==> src/rtl/fetch_stage.sv <==
// Instruction-fetch stage: owns the fetch PC, issues in-order requests over a
// req/gnt/rvalid memory port, buffers returned words with their PCs and
// presents the FIFO head to the IF/ID register. A redirect flushes the buffer
// and marks every in-flight response as stale so it is dropped on arrival.
module fetch_stage #(
  parameter logic [31:0] RESET_PC  = 32'h0000_0000,
  parameter logic [31:0] NOP_INSTR = 32'h0000_0013,
  parameter int          DEPTH     = 2
) (
  input  logic        clk,
  input  logic        reset,
  input  logic        stallF,
  input  logic        redirect,
  input  logic [31:0] redirect_pc,
  output logic        imem_req,
  output logic [31:0] imem_addr,
  input  logic        imem_gnt,
  input  logic        imem_rvalid,
  input  logic [31:0] imem_rdata,
  output logic [31:0] instrF,
  output logic [31:0] pcF,
  output logic [31:0] pc_plus_4F,
  output logic        validF
);

  localparam int CW = $clog2(DEPTH + 1);
  localparam int PW = (DEPTH > 1) ? $clog2(DEPTH) : 1;
  localparam logic [CW:0]   DEPTH_OCC = (CW + 1)'(DEPTH);
  localparam logic [PW-1:0] LAST_PTR  = PW'(DEPTH - 1);

  logic [31:0]   fetch_pc_q, fetch_pc_d;
  logic [31:0]   instr_mem_q [DEPTH];
  logic [31:0]   pc_mem_q    [DEPTH];
  logic [PW-1:0] rd_ptr_q, rd_ptr_d;
  logic [PW-1:0] wr_ptr_q, wr_ptr_d;
  logic [CW-1:0] count_q, count_d;
  logic [CW-1:0] outst_q, outst_d;
  logic [CW-1:0] drop_q, drop_d;

  logic [CW:0]   occupancy;
  logic          accept;
  logic          resp_push;
  logic          pop;
  logic [31:0]   resp_pc;

  function automatic logic [PW-1:0] next_ptr(input logic [PW-1:0] p);
    return (p == LAST_PTR) ? '0 : p + PW'(1);
  endfunction

  // Request issue and response bookkeeping; responses always have a slot
  // because buffered plus outstanding never exceeds DEPTH.
  always_comb begin
    occupancy = {1'b0, count_q} + {1'b0, outst_q};
    imem_req  = !reset && !redirect && (occupancy < DEPTH_OCC);
    imem_addr = fetch_pc_q;
    accept    = imem_req && imem_gnt;
    resp_push = imem_rvalid && (drop_q == '0) && !redirect;
    pop       = validF && !stallF && !redirect;
    // Once all stale responses are gone, every outstanding request is live,
    // so the oldest one sits outst_q words behind the fetch PC.
    resp_pc   = fetch_pc_q - ({{(32-CW){1'b0}}, outst_q} << 2);
  end

  // Next-state for PC, pointers and counters; redirect overrides everything.
  always_comb begin
    fetch_pc_d = fetch_pc_q;
    rd_ptr_d   = rd_ptr_q;
    wr_ptr_d   = wr_ptr_q;
    count_d    = count_q;
    outst_d    = outst_q;
    drop_d     = drop_q;
    if (redirect) begin
      fetch_pc_d = redirect_pc;
      rd_ptr_d   = '0;
      wr_ptr_d   = '0;
      count_d    = '0;
      outst_d    = outst_q - CW'(imem_rvalid);
      drop_d     = outst_q - CW'(imem_rvalid);
    end else begin
      if (accept) fetch_pc_d = fetch_pc_q + 32'd4;
      outst_d = outst_q + CW'(accept) - CW'(imem_rvalid);
      if (imem_rvalid && (drop_q != '0)) drop_d = drop_q - CW'(1);
      if (resp_push) wr_ptr_d = next_ptr(wr_ptr_q);
      if (pop) rd_ptr_d = next_ptr(rd_ptr_q);
      count_d = count_q + CW'(resp_push) - CW'(pop);
    end
  end

  // Control state register with synchronous reset.
  always_ff @(posedge clk) begin
    if (reset) begin
      fetch_pc_q <= RESET_PC;
      rd_ptr_q   <= '0;
      wr_ptr_q   <= '0;
      count_q    <= '0;
      outst_q    <= '0;
      drop_q     <= '0;
    end else begin
      fetch_pc_q <= fetch_pc_d;
      rd_ptr_q   <= rd_ptr_d;
      wr_ptr_q   <= wr_ptr_d;
      count_q    <= count_d;
      outst_q    <= outst_d;
      drop_q     <= drop_d;
    end
  end

  // Buffer storage; contents only matter where count marks them valid.
  always_ff @(posedge clk) begin
    if (!reset && resp_push) begin
      instr_mem_q[wr_ptr_q] <= imem_rdata;
      pc_mem_q[wr_ptr_q]    <= resp_pc;
    end
  end

  // Decode-side view of the buffer head, NOP when empty.
  always_comb begin
    validF     = (count_q != '0);
    instrF     = validF ? instr_mem_q[rd_ptr_q] : NOP_INSTR;
    pcF        = validF ? pc_mem_q[rd_ptr_q] : 32'h0;
    pc_plus_4F = pcF + 32'd4;
  end

endmodule
==> config.mk <==
export PLATFORM = sky130hd
export DESIGN_NAME = fetch_stage
export DESIGN_NICKNAME = d
export VERILOG_FILES = /design/src/rtl/fetch_stage.sv
export SDC_FILE = /design/constraint.sdc
export NUM_CORES = 1
export LEC_CHECK = 0
export BUFFER_PORTS_ARGS = -buffer_cell sky130_fd_sc_hd__buf_2
export CAP_MARGIN = 10
export CORE_UTILIZATION = 40
export CTS_CLUSTER_SIZE = 28
export DETAILED_ROUTE_END_ITERATION = 16
export GPL_ROUTABILITY_DRIVEN = 0
export GPL_TIMING_DRIVEN = 0
export PLACE_DENSITY = 0.71
export SYNTH_ARGS = -nofsm -noshare
export SYNTH_HDL_FRONTEND = slang
export SYNTH_SLANG_ARGS = --single-unit
==> constraint.sdc <==
create_clock -name clk -period 12.18 [get_ports clk]
set_clock_uncertainty 0.1 [all_clocks]
set_input_delay 3.654 -clock clk [delete_from_list [all_inputs] [get_ports clk]]
set_output_delay 3.654 -clock clk [all_outputs]
set_load 0.02 [all_outputs]
After elaboration in Yosys (flattened, before gate mapping)
Memories as Yosys holds them, arrays and structs flattened. A register that Yosys moved wholly into a read port is not among the register bits.
Index checks and enable logic that the tools add are counted.
{"block": "totals", "register_bits": 40, "latch_bits": 0, "ram_bits": 128, "rom_bits": 0, "in_bits": 70, "wordCells": 54, "memories": 2}
{"memory": "instr_mem_q", "depth": 2, "word_bits": 32, "read_ports": 1, "rd_ports_with_merged_regs": 1, "wr": 1, "line_no": "32", "source": "logic [31:0] instr_mem_q [DEPTH];"}
{"memory": "pc_mem_q", "depth": 2, "word_bits": 32, "read_ports": 1, "rd_ports_with_merged_regs": 1, "wr": 1, "line_no": "33", "source": "logic [31:0] pc_mem_q [DEPTH];"}
{"block": "classes", "add_sub_neg": 12, "multipliers": 0, "n_div": 0, "magnitude_cmp": 1, "eq_ne": 0, "shifts": 0, "muxes": 15, "n_bitwise": 0, "reduce_logical": 18}
{"operator": "2-to-1 mux 32 bit", "count": 4}
{"operator": "adder 32 x 3 -> 32 bit (second input constant)", "count": 2}
{"operator": "subtractor 32 x 4 -> 32 bit", "count": 1}
{"operator": "logical AND 1 bit", "count": 9}
{"operator": "2-to-1 mux 1 bit", "count": 8}
{"operator": "nonzero test 2 bit", "count": 4}
{"operator": "2-to-1 mux 2 bit", "count": 3}
{"operator": "subtractor 2 x 1 -> 2 bit", "count": 3}
{"operator": "adder 2 x 1 -> 2 bit", "count": 2}
{"operator": "adder 2 x 2 -> 3 bit", "count": 1}
{"operator": "zero test 1 bit", "count": 3}
{"operator": "< comparator 3 x 2 -> 1 bit (second input constant)", "count": 1}
{"operator": "adder 1 bit (second input constant)", "count": 2}
{"operator": "zero test 2 bit", "count": 1}
{"operator": "OR reduction 2 bit", "count": 1}
{"operator": "subtractor 2 x 1 -> 2 bit (second input constant)", "count": 1}

Longest topological paths before layout
{"block": "depth", "depth_word": 7, "depth_mapped": 14, "mapped_depth_nobuf": 12}

Least setup slack after synthesis
No wires, ideal clock.
{"block": "synth_timing", "kind": "input port to flip-flop", "from": "input port redirect", "to": "memory instr_mem_q[1][0] (enable)", "setup_time_ns": 0.666, "arrival_time_ns": 10.686, "t_required_ns": 11.414, "setup_slack_ns": 0.728, "stages": 3, "n_path_buf": 2, "cell_sequence": "buf_6 > clkbuf_1 > nor4b_1"}
{"block": "synth_via", "elab_chain_cells": 5}
{"item": "from (decl)", "line_no": "13", "source": "input logic redirect,"}
{"item": "zero test 1 bit", "line_no": "57", "source": "resp_push = imem_rvalid && (drop_q == '0) && !redirect;"}
{"item": "logical AND 1 bit", "line_no": "57"}
{"item": "logical AND 1 bit", "line_no": "110", "source": "if (!reset && resp_push) begin"}
{"item": "2-to-1 mux 1 bit", "line_no": "110"}
{"item": "2-to-1 mux 1 bit (implied by the code)", "line_no": "111", "source": "instr_mem_q[wr_ptr_q] <= imem_rdata;"}
{"item": "to (decl)", "line_no": "32"}
No other way between the ends.

Worst setup path after layout
{"block": "layout_timing", "from": "register count_q[1]", "to": "output port pc_plus_4F[24]"}
{"block": "layout_via", "elab_chain_cells": 3}
{"item": "from (decl)", "line_no": "36", "source": "logic [CW-1:0] count_q, count_d;"}
{"item": "from (signal assigned)", "line_no": "102", "source": "count_q <= count_d;"}
{"item": "nonzero test 2 bit", "line_no": "118", "source": "validF = (count_q != '0);"}
{"item": "2-to-1 mux 32 bit", "line_no": "120", "source": "pcF = validF ? pc_mem_q[rd_ptr_q] : 32'h0;"}
{"item": "adder 32 x 3 -> 32 bit", "line_no": "121", "source": "pc_plus_4F = pcF + 32'd4;"}
{"item": "to (decl)", "line_no": "22", "source": "output logic [31:0] pc_plus_4F,"}
No other way between the ends.

==> flow_summary_export.csv <==
group,metric,value,unit
final_layout,layout.cells.non_filler,1310,
worst_setup_path,crit_fanout,10,
sta,setup_slack,3.70,ns
clocking,cts_hold_buf,0,
sta,slew_violations,0,
worst_setup_path,start_kind,"register",
power,p_leak,4.28,nW
clocking,cts.sinks,169,
global_routing,busiest_layer,"met2",
place,place_hpwl,17.3,mm
logic_synthesis,syn_avg_cell_area,10.9,um2
logic_synthesis,async_flop_share,0,%
routing,first_pass_iters,5,
routing,routedWlPerCell,17.2,um
die,start_util,40.8,%
worst_setup_path,cp.required,8.43,ns
global_routing,grtUsageMet1,26.4,%
logic_synthesis,synthCells,788,
clocking,cts_buffer_depth,2,
global_routing,grt_pass1_vias,6538,
run,maxCapViolations,0,
sta,finalHoldViolCount,0,
final_layout,multi_input_area,3580,um2
worst_setup_path,cp.arrival,4.72,ns
sta,layout_min_cycle_time,8.48,ns
clocking,cts_setup_buffers,0,
die,die_w,149,um
sta,worstMarginPinSlew,0.811,ns
logic_synthesis,synth_nets,870,
final_layout,drive_gt1_share,28.4,%
final_layout,final_common_cell,"buf_2",
final_layout,antenna_cells,0,
place,pre_cts_ws,3.86,ns
global_routing,grt_pass1_wl,34.4,mm
place,place_inst,1278,
worst_setup_path,rrSetupSlack,8.56,ns
routing,drc,0,
final_layout,syn_to_final_growth,23.9,%
sta,relSlewSlack,45.9,%
global_routing,antenna_found_initial,0,
routing,dr_total_vias,6894,
power,vdd_drop_max,97.5,uV
clocking,clock_tree.root_cell,"clkbuf_16",
routing,viasPerCell,5.26,
logic_synthesis,synth_cell_types,62,
logic_synthesis,yosys_warnings,0,
final_layout,final_nets,1104,
logic_synthesis,synth_ff_type,"edfxtp_1",
global_routing,overflow,0,
clocking,cts_made_buffers,17,
worst_setup_path,end_kind,"output port",
logic_synthesis,ys_ff_latch,169,
worst_setup_path,path_class,"register to output port",
die,ios,200,
logic_synthesis,synth_top_cell_by_area,"edfxtp_1",
logic_synthesis,yosys-top-cells-area,"edfxtp_1, dfxtp_1, mux2i_1",
final_layout,seqCellArea,4660,um2
clocking,clk_pin_slew,0.08,ns
min_path,min_path_type,"register to register",
power,p_total,1.36,mW
die,rows,53,
clocking,clkLatencyLatePin,0.43,ns
global_routing,grt_use_met3,4.48,%
final_layout,nFillCells,1975,
logic_synthesis,netlist_area,8610,um2
die,core-area,21100,um2
power,power_density,127,nW/um2
sta,fin_crit_sh,69.6,%
die,fp.dieArea,22100,um2
global_routing,grt_usage,20.5,%
clocking,tritoncts,"done",
clocking,cts-resized-gates,0,
global_routing,grtUsageMet2,33.7,%
final_layout,final_cell_mix,"buf_2, edfxtp_1, nor2_1, mux2i_1, nand2_1",
routing,dr.first_iter.drc_count,464,
routing,drt_wl_total,22.6,mm
logic_synthesis,synth_top_area_share,44.6,%
logic_synthesis,synth_edf_count,128,
routing,ant_nets,0,
status,status,"complete, no violations",
global_routing,grt_max_degree,19,
logic_synthesis,ys_seq_area_share,54.2,%
sta,setup_viol,0,
sta,max_freq,118,MHz
place,portBuffers,197,
die,die_height,149,um
sta,rsz0062_at_grt,"false",
clocking,cts_max_level,4,
cells by family (layout without fill, tap and decap cells):
group	count (synthesis)	after routing	synth area share, %
compound gates	79	79	5.96
xor+xnor	65	65	6.61
fa+ha+maj	12	12	1.92
buf+inv	81	328	4.33
flops	169	169	54.2
mux	72	72	8.46
simple gates	310	310	18.5
layout make-up:
cell class | count | area share [%]
clock inverter | 15 | 1.42
buffer | 57 | 2.65
timing repair buffer | 215 | 10.5
sequential | 169 | 43.7
inverter | 24 | 0.845
clock buffer | 17 | 3.99
multi-input combinational | 538 | 33.6
tap | 275 | 3.23
flip-flops by register name, summed over array words and instances, names as in the netlist, named ones only:
| name | flops |
|---|---|
| wr_ptr_q | 1 |
| pc_mem_q | 64 |
| rd_ptr_q | 1 |
| instr_mem_q | 64 |
| count_q | 2 |
| imem_addr | 32 |
| outst_q | 2 |
| drop_q | 2 |
where the power goes:
group,switching [mW],internal [mW]
sequential,0.0146,0.644
combinational,0.109,0.0620
clock,0.252,0.274
total,0.375,0.980
synth_stat cells, types with 11 or more instances:
library cell,n
dfxtp_1,41
nor4_1,11
buf_2,13
edfxtp_1,128
nor3_1,30
o21ai_0,11
xor2_1,39
clkbuf_1,27
xnor2_1,26
nand4_1,18
nand3b_1,11
mux2i_1,66
nand2_1,60
a21oi_1,22
a31oi_1,13
inv_1,24
nand3_1,28
nor2_1,94
path summary, 6_finish.rpt:
path / start / endpoint / cells past startpoint
setup / recovery: count_q[1] / pc_plus_4F[24] / 13
hold / removal: imem_addr[1] / pc_mem_q[0][1] / 0
setup reg to reg: outst_q[0] / outst_q[1] / 13
hold reg to reg: imem_addr[1] / pc_mem_q[0][1] / 0
metrics by stage:
step                hold slack, ns  TNS, ns  utilization (%)  area, um2
global placement             0.371  -355.02             47.1       9940
global route                 0.432        0             50.6      10700
CTS                          0.400        0             50.6      10700
detailed placement           0.382        0             47.8      10100
floorplan                    0.348        0                -       8610
finish                       0.399        0             50.6      10700
routing by layer:
layer  vias up  part of all wire, %
met1      3261                   43
li1       3315                    -
met5         -                    0
met3        31                  7.3
met4         0                  1.8
met2       287                   48
worst max-delay path, stage by stage (launching register included):
cell      delay (ns)
dfxtp_1         0.35
nor2_1          0.22
clkbuf_1        0.42
clkbuf_1        0.52
buf_1           0.58
clkbuf_1        0.41
nor2_1          0.13
ha_1            0.25
nor3b_1         0.18
nand3_1         0.17
clkbuf_1        0.54
nor3_1          0.16
xor2_1          0.18
buf_2           0.17
No activity file was read; power rests on OpenSTA's default activity.
